## src/rtl/fwd_operand_sel.sv

```systemverilog
// fwd_operand_sel: operand source selection and load-use stall detection for an
// in-order RV32I pipeline. A short tag pipeline records which destination
// register each in-flight result stage will write. Decode-stage source
// registers are matched against it so the youngest producer forwards its
// result. The selects, the operands and the stall are combinational from the
// current inputs and the tag state. The tag state is the only storage.
module fwd_operand_sel #(
    parameter int DATAWIDTH = 32,
    parameter int DEPTH     = 3,
    parameter int SELW      = $clog2(DEPTH + 2)
) (
    input  logic                       i_clk,
    input  logic                       i_rst,
    input  logic                       i_issue_valid,
    input  logic                       i_hold,
    input  logic [31:0]                i_if_instr,
    input  logic [DATAWIDTH-1:0]       i_pc,
    input  logic [DATAWIDTH-1:0]       i_rf_rs1_data,
    input  logic [DATAWIDTH-1:0]       i_rf_rs2_data,
    input  logic [DEPTH*DATAWIDTH-1:0] i_stage_data,
    output logic [DATAWIDTH-1:0]       o_opA,
    output logic [DATAWIDTH-1:0]       o_opB,
    output logic [SELW-1:0]            o_selA,
    output logic [SELW-1:0]            o_selB,
    output logic                       o_stall
);

    // RV32I major opcodes that matter for forwarding
    localparam logic [6:0] OP_LUI    = 7'b0110111;
    localparam logic [6:0] OP_AUIPC  = 7'b0010111;
    localparam logic [6:0] OP_JAL    = 7'b1101111;
    localparam logic [6:0] OP_JALR   = 7'b1100111;
    localparam logic [6:0] OP_BRANCH = 7'b1100011;
    localparam logic [6:0] OP_LOAD   = 7'b0000011;
    localparam logic [6:0] OP_STORE  = 7'b0100011;
    localparam logic [6:0] OP_OPIMM  = 7'b0010011;
    localparam logic [6:0] OP_OP     = 7'b0110011;

    // Select codes: 0 register file, k+1 result stage k, DEPTH+1 the PC
    localparam logic [SELW-1:0] SEL_RF = SELW'(0);
    localparam logic [SELW-1:0] SEL_PC = SELW'(DEPTH + 1);

    // Opcode classes that produce a register result
    function automatic logic writes_rd(input logic [6:0] op);
        logic w;
        case (op)
            OP_LUI, OP_AUIPC, OP_JAL, OP_JALR,
            OP_OP, OP_OPIMM, OP_LOAD: w = 1'b1;
            default:                  w = 1'b0;
        endcase
        return w;
    endfunction

    // Everything except the upper-immediate and JAL forms consumes rs1
    function automatic logic reads_rs1(input logic [6:0] op);
        logic r;
        case (op)
            OP_LUI, OP_AUIPC, OP_JAL: r = 1'b0;
            default:                  r = 1'b1;
        endcase
        return r;
    endfunction

    // Only register-register ALU, store and branch consume rs2
    function automatic logic reads_rs2(input logic [6:0] op);
        logic r;
        case (op)
            OP_OP, OP_STORE, OP_BRANCH: r = 1'b1;
            default:                    r = 1'b0;
        endcase
        return r;
    endfunction

    // Priority encoder: lowest matching stage (youngest producer) wins, 0 if none
    function automatic logic [SELW-1:0] youngest_code(input logic [DEPTH-1:0] m);
        logic [SELW-1:0] code;
        code = SEL_RF;
        for (int k = DEPTH - 1; k >= 0; k--) begin
            if (m[k]) begin
                code = SELW'(k + 1);
            end else begin
                code = code;
            end
        end
        return code;
    endfunction

    // Operand data multiplexer driven by a select code
    function automatic logic [DATAWIDTH-1:0] pick_operand(
        input logic [SELW-1:0]            sel,
        input logic [DATAWIDTH-1:0]       rf,
        input logic [DATAWIDTH-1:0]       pc,
        input logic [DEPTH*DATAWIDTH-1:0] stage
    );
        logic [DATAWIDTH-1:0] d;
        d = rf;
        if (sel == SEL_PC) begin
            d = pc;
        end else begin
            for (int k = 0; k < DEPTH; k++) begin
                if (sel == SELW'(k + 1)) begin
                    d = stage[k*DATAWIDTH +: DATAWIDTH];
                end else begin
                    d = d;
                end
            end
        end
        return d;
    endfunction

    // Tag pipeline state; entry k describes the result on stage slice k
    logic [DEPTH-1:0] valid_r;
    logic [4:0]       rd_r [DEPTH];
    logic [DEPTH-1:0] load_r;

    // Decode-stage fields
    logic [6:0]       opcode_s;
    logic [4:0]       rd_s;
    logic [4:0]       rs1_s;
    logic [4:0]       rs2_s;
    logic             use_rs1_s;
    logic             use_rs2_s;
    logic             is_pc_rel_s;
    logic [DEPTH-1:0] match_a_s;
    logic [DEPTH-1:0] match_b_s;
    logic [SELW-1:0]  fwd_a_s;
    logic [SELW-1:0]  fwd_b_s;
    logic [SELW-1:0]  sel_a_s;
    logic [SELW-1:0]  sel_b_s;
    logic             stall_s;
    logic             enter_valid_s;
    logic             unused_bits_s;

    assign opcode_s = i_if_instr[6:0];
    assign rd_s     = i_if_instr[11:7];
    assign rs1_s    = i_if_instr[19:15];
    assign rs2_s    = i_if_instr[24:20];

    // Funct/immediate bits and the oldest load flag never steer forwarding
    assign unused_bits_s = &{1'b0, i_if_instr[31:25], i_if_instr[14:12], load_r};

    // Decode which sources are consumed; x0 is excluded here as a second guard
    always_comb begin
        use_rs1_s   = reads_rs1(opcode_s) && (rs1_s != 5'd0);
        use_rs2_s   = reads_rs2(opcode_s) && (rs2_s != 5'd0);
        is_pc_rel_s = (opcode_s == OP_AUIPC) || (opcode_s == OP_JAL);
    end

    // Compare each consumed source against every valid in-flight destination
    always_comb begin
        match_a_s = {DEPTH{1'b0}};
        match_b_s = {DEPTH{1'b0}};
        for (int k = 0; k < DEPTH; k++) begin
            match_a_s[k] = use_rs1_s && valid_r[k] && (rd_r[k] == rs1_s);
            match_b_s[k] = use_rs2_s && valid_r[k] && (rd_r[k] == rs2_s);
        end
    end

    // Resolve select codes; PC-relative forms take the PC on operand A
    always_comb begin
        fwd_a_s = youngest_code(match_a_s);
        fwd_b_s = youngest_code(match_b_s);
        if (is_pc_rel_s) begin
            sel_a_s = SEL_PC;
        end else begin
            sel_a_s = fwd_a_s;
        end
        sel_b_s = fwd_b_s;
    end

    // Load-use hazard: youngest producer of a consumed source is a load still in stage 0
    always_comb begin
        stall_s = i_issue_valid && load_r[0] &&
                  ((fwd_a_s == SELW'(1)) || (fwd_b_s == SELW'(1)));
    end

    // Decide whether the decode-stage instruction enters the tag pipeline as a producer
    always_comb begin
        enter_valid_s = i_issue_valid && !stall_s &&
                        writes_rd(opcode_s) && (rd_s != 5'd0);
    end

    // Tag pipeline: async clear, freeze on hold, otherwise age one stage per cycle
    always_ff @(posedge i_clk or posedge i_rst) begin
        if (i_rst) begin
            valid_r <= {DEPTH{1'b0}};
            load_r  <= {DEPTH{1'b0}};
            for (int k = 0; k < DEPTH; k++) begin
                rd_r[k] <= 5'd0;
            end
        end else if (i_hold) begin
            valid_r <= valid_r;
            load_r  <= load_r;
            for (int k = 0; k < DEPTH; k++) begin
                rd_r[k] <= rd_r[k];
            end
        end else begin
            valid_r[0] <= enter_valid_s;
            rd_r[0]    <= rd_s;
            load_r[0]  <= (opcode_s == OP_LOAD);
            for (int k = 1; k < DEPTH; k++) begin
                valid_r[k] <= valid_r[k-1];
                rd_r[k]    <= rd_r[k-1];
                load_r[k]  <= load_r[k-1];
            end
        end
    end

    // Drive outputs straight from the resolved selects
    always_comb begin
        o_selA  = sel_a_s;
        o_selB  = sel_b_s;
        o_opA   = pick_operand(sel_a_s, i_rf_rs1_data, i_pc, i_stage_data);
        o_opB   = pick_operand(sel_b_s, i_rf_rs2_data, i_pc, i_stage_data);
        o_stall = stall_s;
    end

endmodule
```

## config.mk

```make
export PLATFORM = sky130hd
export DESIGN_NAME = fwd_operand_sel
export DESIGN_NICKNAME = d
export VERILOG_FILES = /design/src/rtl/fwd_operand_sel.sv
export SDC_FILE = /design/constraint.sdc
export NUM_CORES = 1
export LEC_CHECK = 0
export ABC_CLOCK_PERIOD_IN_PS = 5000
export CORE_AREA = 4 4 115 117
export DETAILED_ROUTE_END_ITERATION = 12
export DIE_AREA = 0 0 119 121
export PLACE_DENSITY = 0.71
export SYNTH_ARGS = -nofsm -noshare
export SYNTH_HDL_FRONTEND = slang
export SYNTH_SLANG_ARGS = --single-unit
export TNS_END_PERCENT = 20
```

## constraint.sdc

```tcl
create_clock -name i_clk -period 5 [get_ports i_clk]
set_input_delay 1 -clock i_clk [delete_from_list [all_inputs] [get_ports i_clk]]
set_output_delay 1 -clock i_clk [all_outputs]
set_load 0.02 [all_outputs]
```

==> results_dict.tcl, run 1 <==
set metrics [dict create \
    synth.avg_cell_area_um2 7.36 \
    gr-total-overflow 0 \
    final_cells 897 \
    cts_tree "done" \
    cp-start-kind "primary input" \
    netlist_area_um2 3240 \
    rsz0062_at_grt "true" \
    drv_cap 0 \
    nNetsFinal 954 \
    cp.arrival_ns 3.89 \
    dr.pass1.iters 5 \
    vias_per_cell 5.77 \
    critPathMaxFanout 6 \
    initial_core_util_pct 26.2 \
    critPathKind "in -> out" \
    status "finished, final reports clean" \
    finalClockSkew_ns 0.00339 \
    hold_ws_ns 0.513 \
    tightest_slew_ns 0.883 \
    clk_latency_ns 0.25 \
    hold_viol_final 0 \
    finalPower_uw 816 \
    antenna_found_initial 0 \
    ys_top_cells_by_area "dfrtp_1 15%, o22ai_1 13%, a21oi_1 11%" \
    syn_to_final_growth_pct 104 \
    end_kind "output pin" \
    pin_count 299 \
    synth_largest_area_cell "dfrtp_1" \
    die_area_um2 14400 \
    place_congestion 1.00 \
    post-place-cells 893 \
    die_w_um 119 \
    port_buffers 287 \
    synth_commonest_cells "74 x a21oi_1, 66 x o22ai_1, 37 x nand2_1" \
    setup_viol 0 \
    seq_area_um2 475 \
    yosysUniqueCellTypes 51 \
    synth_ff_type "dfrtp_1" \
    yosysWarnings 0 \
    yosysTopAreaCellShare_pct 14.7 \
    cts_resized 0 \
    totalWireLength_mm 20.1 \
    post-cts-setup-buffers 0 \
    diodes 0 \
    grt_pass1_wl_mm 29.5 \
    hold_class "reg -> reg" \
    wl_per_cell_um 22.4 \
    drive_above_1_share_pct 10.2 \
    cellPowerDensity_nw_per_um2 124 \
    synth_edf_count 0 \
    hold_depth 1 \
    required_ns 4.00 \
    yosysMostFrequentCell "a21oi_1" \
    cts.sinks 19 \
    fin_crit_ns 4.89 \
    slew_headroom_pct 40.9 \
    fin_crit_sh_pct 97.7 \
    multiInputGateArea_um2 2540 \
    cts.path.max_buffers 2 \
    place_hpwl_mm 15.6 \
    pre_cts_ws_ns 0.0907 \
    drc 0 \
    fp-row-count 41 \
    grt_pass1_vias 5170 \
    reg2regPathDepth 6 \
    hold_buffers 0 \
    synth_fp_nets 668 \
    p_leak_nw 2.43 \
    grt_start_max_net_pins 41 \
    synth-seq-cells 19 \
    final.setup.worst_slack_ns 0.114 \
    h-tree-depth 1 \
    die_h_um 121 \
    synthCells 440 \
    root_buffer "clkbuf_16" \
    path_clk_slew_ns 0.05 \
    num-fill-cells 1174 \
    detailroute.via_count 5174 \
    max_freq_ghz 0.205 \
    core_um2 12400 \
    synthArstFlopShare_pct 100 \
    ir_drop_mv 0.168 \
    antenna_left 0 \
    drv_slew 0 \
    ys_seq_area_share_pct 14.7 \
    drtIter0Drc 499 \
    grt_use_total_pct 25.5 \
    numCtsBuffers 3 \
]
-- area by class of cell --
type / instances / area share (%)
timing repair buffer: 326 / 49.5
clock buffer: 4 / 1.20
multi-input combinational: 371 / 38.6
tap: 172 / 3.26
sequential: 19 / 7.21
inverter: 5 / 0.285
-- sequential cells by signal, summed over array words and instances (netlist names) --
| name | cells |
|---|---|
| valid_r | 3 |
| rd_r | 15 |
| load_r | 1 |
-- power breakdown --
part / internal, mW / switching [mW]
registers: 0.173 / 0.0247
clock network: 0.108 / 0.0553
logic: 0.284 / 0.171
-- final timing paths --
check                               startpoint          to  slack, ns
worst max-delay path            i_if_instr[21]   o_opB[23]       0.11
worst min-delay path                 load_r[0]   load_r[0]       0.51
worst max register to register        rd_r[11]  valid_r[0]       2.97
worst min register to register       load_r[0]   load_r[0]       0.51
max in group asynchronous                i_rst     rd_r[1]       3.38
min in group asynchronous                i_rst   load_r[0]       1.16
-- metrics by stage --
step	util, %	cell area (um^2)	TNS, ns
5_1_grt	53.3	6590	-0.0477
6_report	53.3	6590	0
2_1_floorplan	-	3240	0
4_1_cts	53.1	6570	0
3_5_place_dp	52.5	6490	0
3_3_place_gp	52.5	6490	0
-- cell families after synthesis --
logic type	synth area share, %
AO/OA/AOI/OAI	50.7
XOR/XNOR	8.11
buffers and inverters	7.57
flip-flops	14.7
multiplexers	5.91
other	0.116
AND/OR/NAND/NOR	12.9
-- cell usage in the layout (no fill, tap or decap), types with 2 or more instances in the layout --
cell | Yosys | routed
and4b_1 | 2 | 2
nor2_1 | 5 | 5
nand2_1 | 37 | 37
o22ai_1 | 66 | 66
nand3_1 | 3 | 3
clkbuf_16 | 0 | 3
o21bai_1 | 6 | 6
dlymetal6s2s_1 | 0 | 10
nand4_1 | 4 | 4
or3_1 | 3 | 2
inv_2 | 2 | 2
a21oi_1 | 74 | 74
o221ai_1 | 5 | 5
xnor2_1 | 22 | 22
a221o_1 | 25 | 25
nor4_1 | 2 | 2
nand2b_1 | 7 | 7
mux2_2 | 17 | 17
and2_1 | 3 | 3
or4_1 | 2 | 2
buf_12 | 0 | 6
dfrtp_1 | 19 | 19
inv_1 | 3 | 3
clkdlybuf4s50_1 | 0 | 276
xor2_1 | 8 | 8
o22a_1 | 25 | 25
buf_4 | 2 | 34
o32ai_1 | 2 | 2
o21ai_0 | 21 | 21
o21ai_1 | 10 | 9
-- layer usage --
layer,global-route usage [%],wire length (um),vias to the layer above
met4,8.91,749,0
li1,-,-,2319
met1,31.6,7900,2467
met3,5.13,1710,53
met2,44.1,9760,335
met5,0,0,-
-- worst max-delay path, cell delays in order --
cell             delay [ns]
clkdlybuf4s50_1        0.52
or4_1                  0.62
o211ai_1               0.29
or3_2                  0.23
nand3b_1               0.15
buf_4                  0.20
o22ai_1                0.13
a21oi_1                0.06
buf_4                  0.15
clkdlybuf4s50_1        0.53
Note: power is estimated with default switching activity, not from simulation.
==> run 2, diff against run 1 <==
Settings changed: CORE_AREA 4 4 115 117 to 8 8 110 112, DIE_AREA 0 0 119 121 to 0 0 118 120, GPL_ROUTABILITY_DRIVEN from default to 1, PLACE_DENSITY 0.71 to 0.82.
==> results_dict.tcl, run 2 (synthesis gave the netlist of run 1 again) <==
set metrics [dict create \
    drive_above_1_share_pct 9.96 \
    root_buffer "clkbuf_8" \
    grt_use_total_pct 26.3 \
    required_ns 4.00 \
    pin_count 299 \
    vias_per_cell 6.06 \
    tightest_slew_ns 0.979 \
    cp.arrival_ns 3.90 \
    cts_tree "done" \
    drc 0 \
    syn_to_final_growth_pct 102 \
    core_um2 10500 \
    drtIter0Drc 549 \
    totalWireLength_mm 20.5 \
    status "finished, final reports clean" \
    port_buffers 287 \
    cts.sinks 19 \
    initial_core_util_pct 30.8 \
    dr.pass1.iters 5 \
    fin_area_um2 6530 \
    wl_met2_mm 10.4 \
    grt_start_max_net_pins 35 \
    regMostFlops "rd_r" \
    rsz0062_at_grt "false" \
    clk_latency_ns 0.27 \
    diodes 0 \
    ir_drop_mv 0.160 \
    fin_crit_sh_pct 97.9 \
    numCtsBuffers 3 \
    num-fill-cells 928 \
    finalClockSkew_ns 0.00450 \
    most-common-layout-cells "270 x clkdlybuf4s50_1, 74 x a21oi_1, 66 x o22ai_1, 37 x nand2_1, 31 x buf_4" \
    nNetsFinal 952 \
    setup_viol 0 \
    multiInputGateArea_um2 2540 \
    seq_area_um2 475 \
    slew_headroom_pct 34.5 \
    place_hpwl_mm 15.8 \
    critPathKind "in -> out" \
    detailroute.via_count 5232 \
    critPathSlowestCell "clkdlybuf4s50_1" \
    die_area_um2 14200 \
    hold_class "reg -> reg" \
    grt_pass1_wl_mm 30.2 \
    p_leak_nw 2.48 \
    drv_cap 0 \
    antenna_found_initial 0 \
    placed_area_um2 6410 \
    hold_buffers 0 \
    drv_slew 0 \
    end_kind "output pin" \
    hold_ws_ns 0.523 \
    path_clk_slew_ns 0.07 \
    wl_per_cell_um 23.7 \
    routedLengthMet1_mm 7.65 \
    fin_crit_ns 4.90 \
    cellPowerDensity_nw_per_um2 117 \
    cp-start-kind "primary input" \
    cts.path.max_buffers 2 \
    fin_tns_setup_ns 0 \
    place_congestion 0.933 \
    largest_registers "rd_r: 15 flops, valid_r: 3 flops, load_r: 1 flops" \
    cpPeakStageDelay_ns 0.63 \
    worstPathCellList "clkdlybuf4s50_1 > or4_1 > o211ai_1 > buf_4 > or3_1 > buf_4 > o22ai_1 > a21oi_1 > clkdlybuf4s50_1" \
    hold_viol_final 0 \
    antenna_left 0 \
    largest_register_ffs 15 \
    grt_pass1_vias 5396 \
    fp-row-count 38 \
    gr-total-overflow 0 \
    layout_commonest_cell "clkdlybuf4s50_1" \
    die_w_um 118 \
    top_layer "met4" \
    h-tree-depth 1 \
    postLayoutCoreUtil_pct 62.1 \
    wl_met3_mm 1.86 \
    die_h_um 120 \
    critPathMaxFanout 14 \
    max_freq_ghz 0.204 \
]
-- run 2: changes by cell type in the layout (fill, tap and decap cells not counted) --
cell and delta:
clkdlybuf4s50_1 -6, buf_4 -3, clkbuf_8 +3, clkbuf_1 -1
dlymetal6s2s_1 +7, clkinvlp_4 +1, clkbuf_16 -3
-- run 2: through the flow --
stage          power (mW)  instances  worst slack (ns)
2_1_floorplan       0.361        440              1.26
3_3_place_gp        0.636        856            0.0166
3_5_place_dp        0.649        856            -0.134
4_1_cts             0.765        861            0.0272
5_1_grt             0.796        863           0.00304
6_report            0.762        863             0.103
-- run 2: final cells by class --
cell class              instances  area share (%)
repair buffers                324            50.1
multi-input cells             371            38.9
flip-flops and latches         19            7.28
well taps                     140            2.68
clock buffers                   3           0.632
inverters                       5           0.287
clock inverters                 1           0.115
-- run 2: per-layer routing --
layer	vias to the layer above	GRT usage, %
met1	2490	30.2
li1	2326	-
met2	370	47.7
met4	0	9.45
met3	46	5.26
met5	-	0
-- run 2: final timing paths --
kind	start	to	slack (ns)	cells past startpoint
max reg2reg	rd_r[14]	valid_r[0]	2.88	6
min in group asynchronous	i_rst	rd_r[12]	1.15	2
min reg2reg	load_r[0]	load_r[0]	0.52	1
max in group asynchronous	i_rst	valid_r[0]	3.38	2
min	load_r[0]	load_r[0]	0.52	1
max	i_if_instr[21]	o_opB[23]	0.10	9
-- run 2: what timing repair did --
item	4_1_cts	5_1_grt
cloned	0	0
pin swaps	1	1
gates resized for setup	0	17
endpoints found under the setup margin	28	19
buffers inserted	1	2
-- run 2: power by group --
part / internal, mW / switching, mW
registers: 0.172 / 0.0252
logic: 0.284 / 0.169
clock network: 0.0564 / 0.0556
-- run 2: worst max-delay path, delay by kind of cell --
family	cells	cell delay [ns]
and+or+nand+nor	2	0.77
AOI/OAI and AO/OA	3	0.53
buffers and inverters	4	1.57
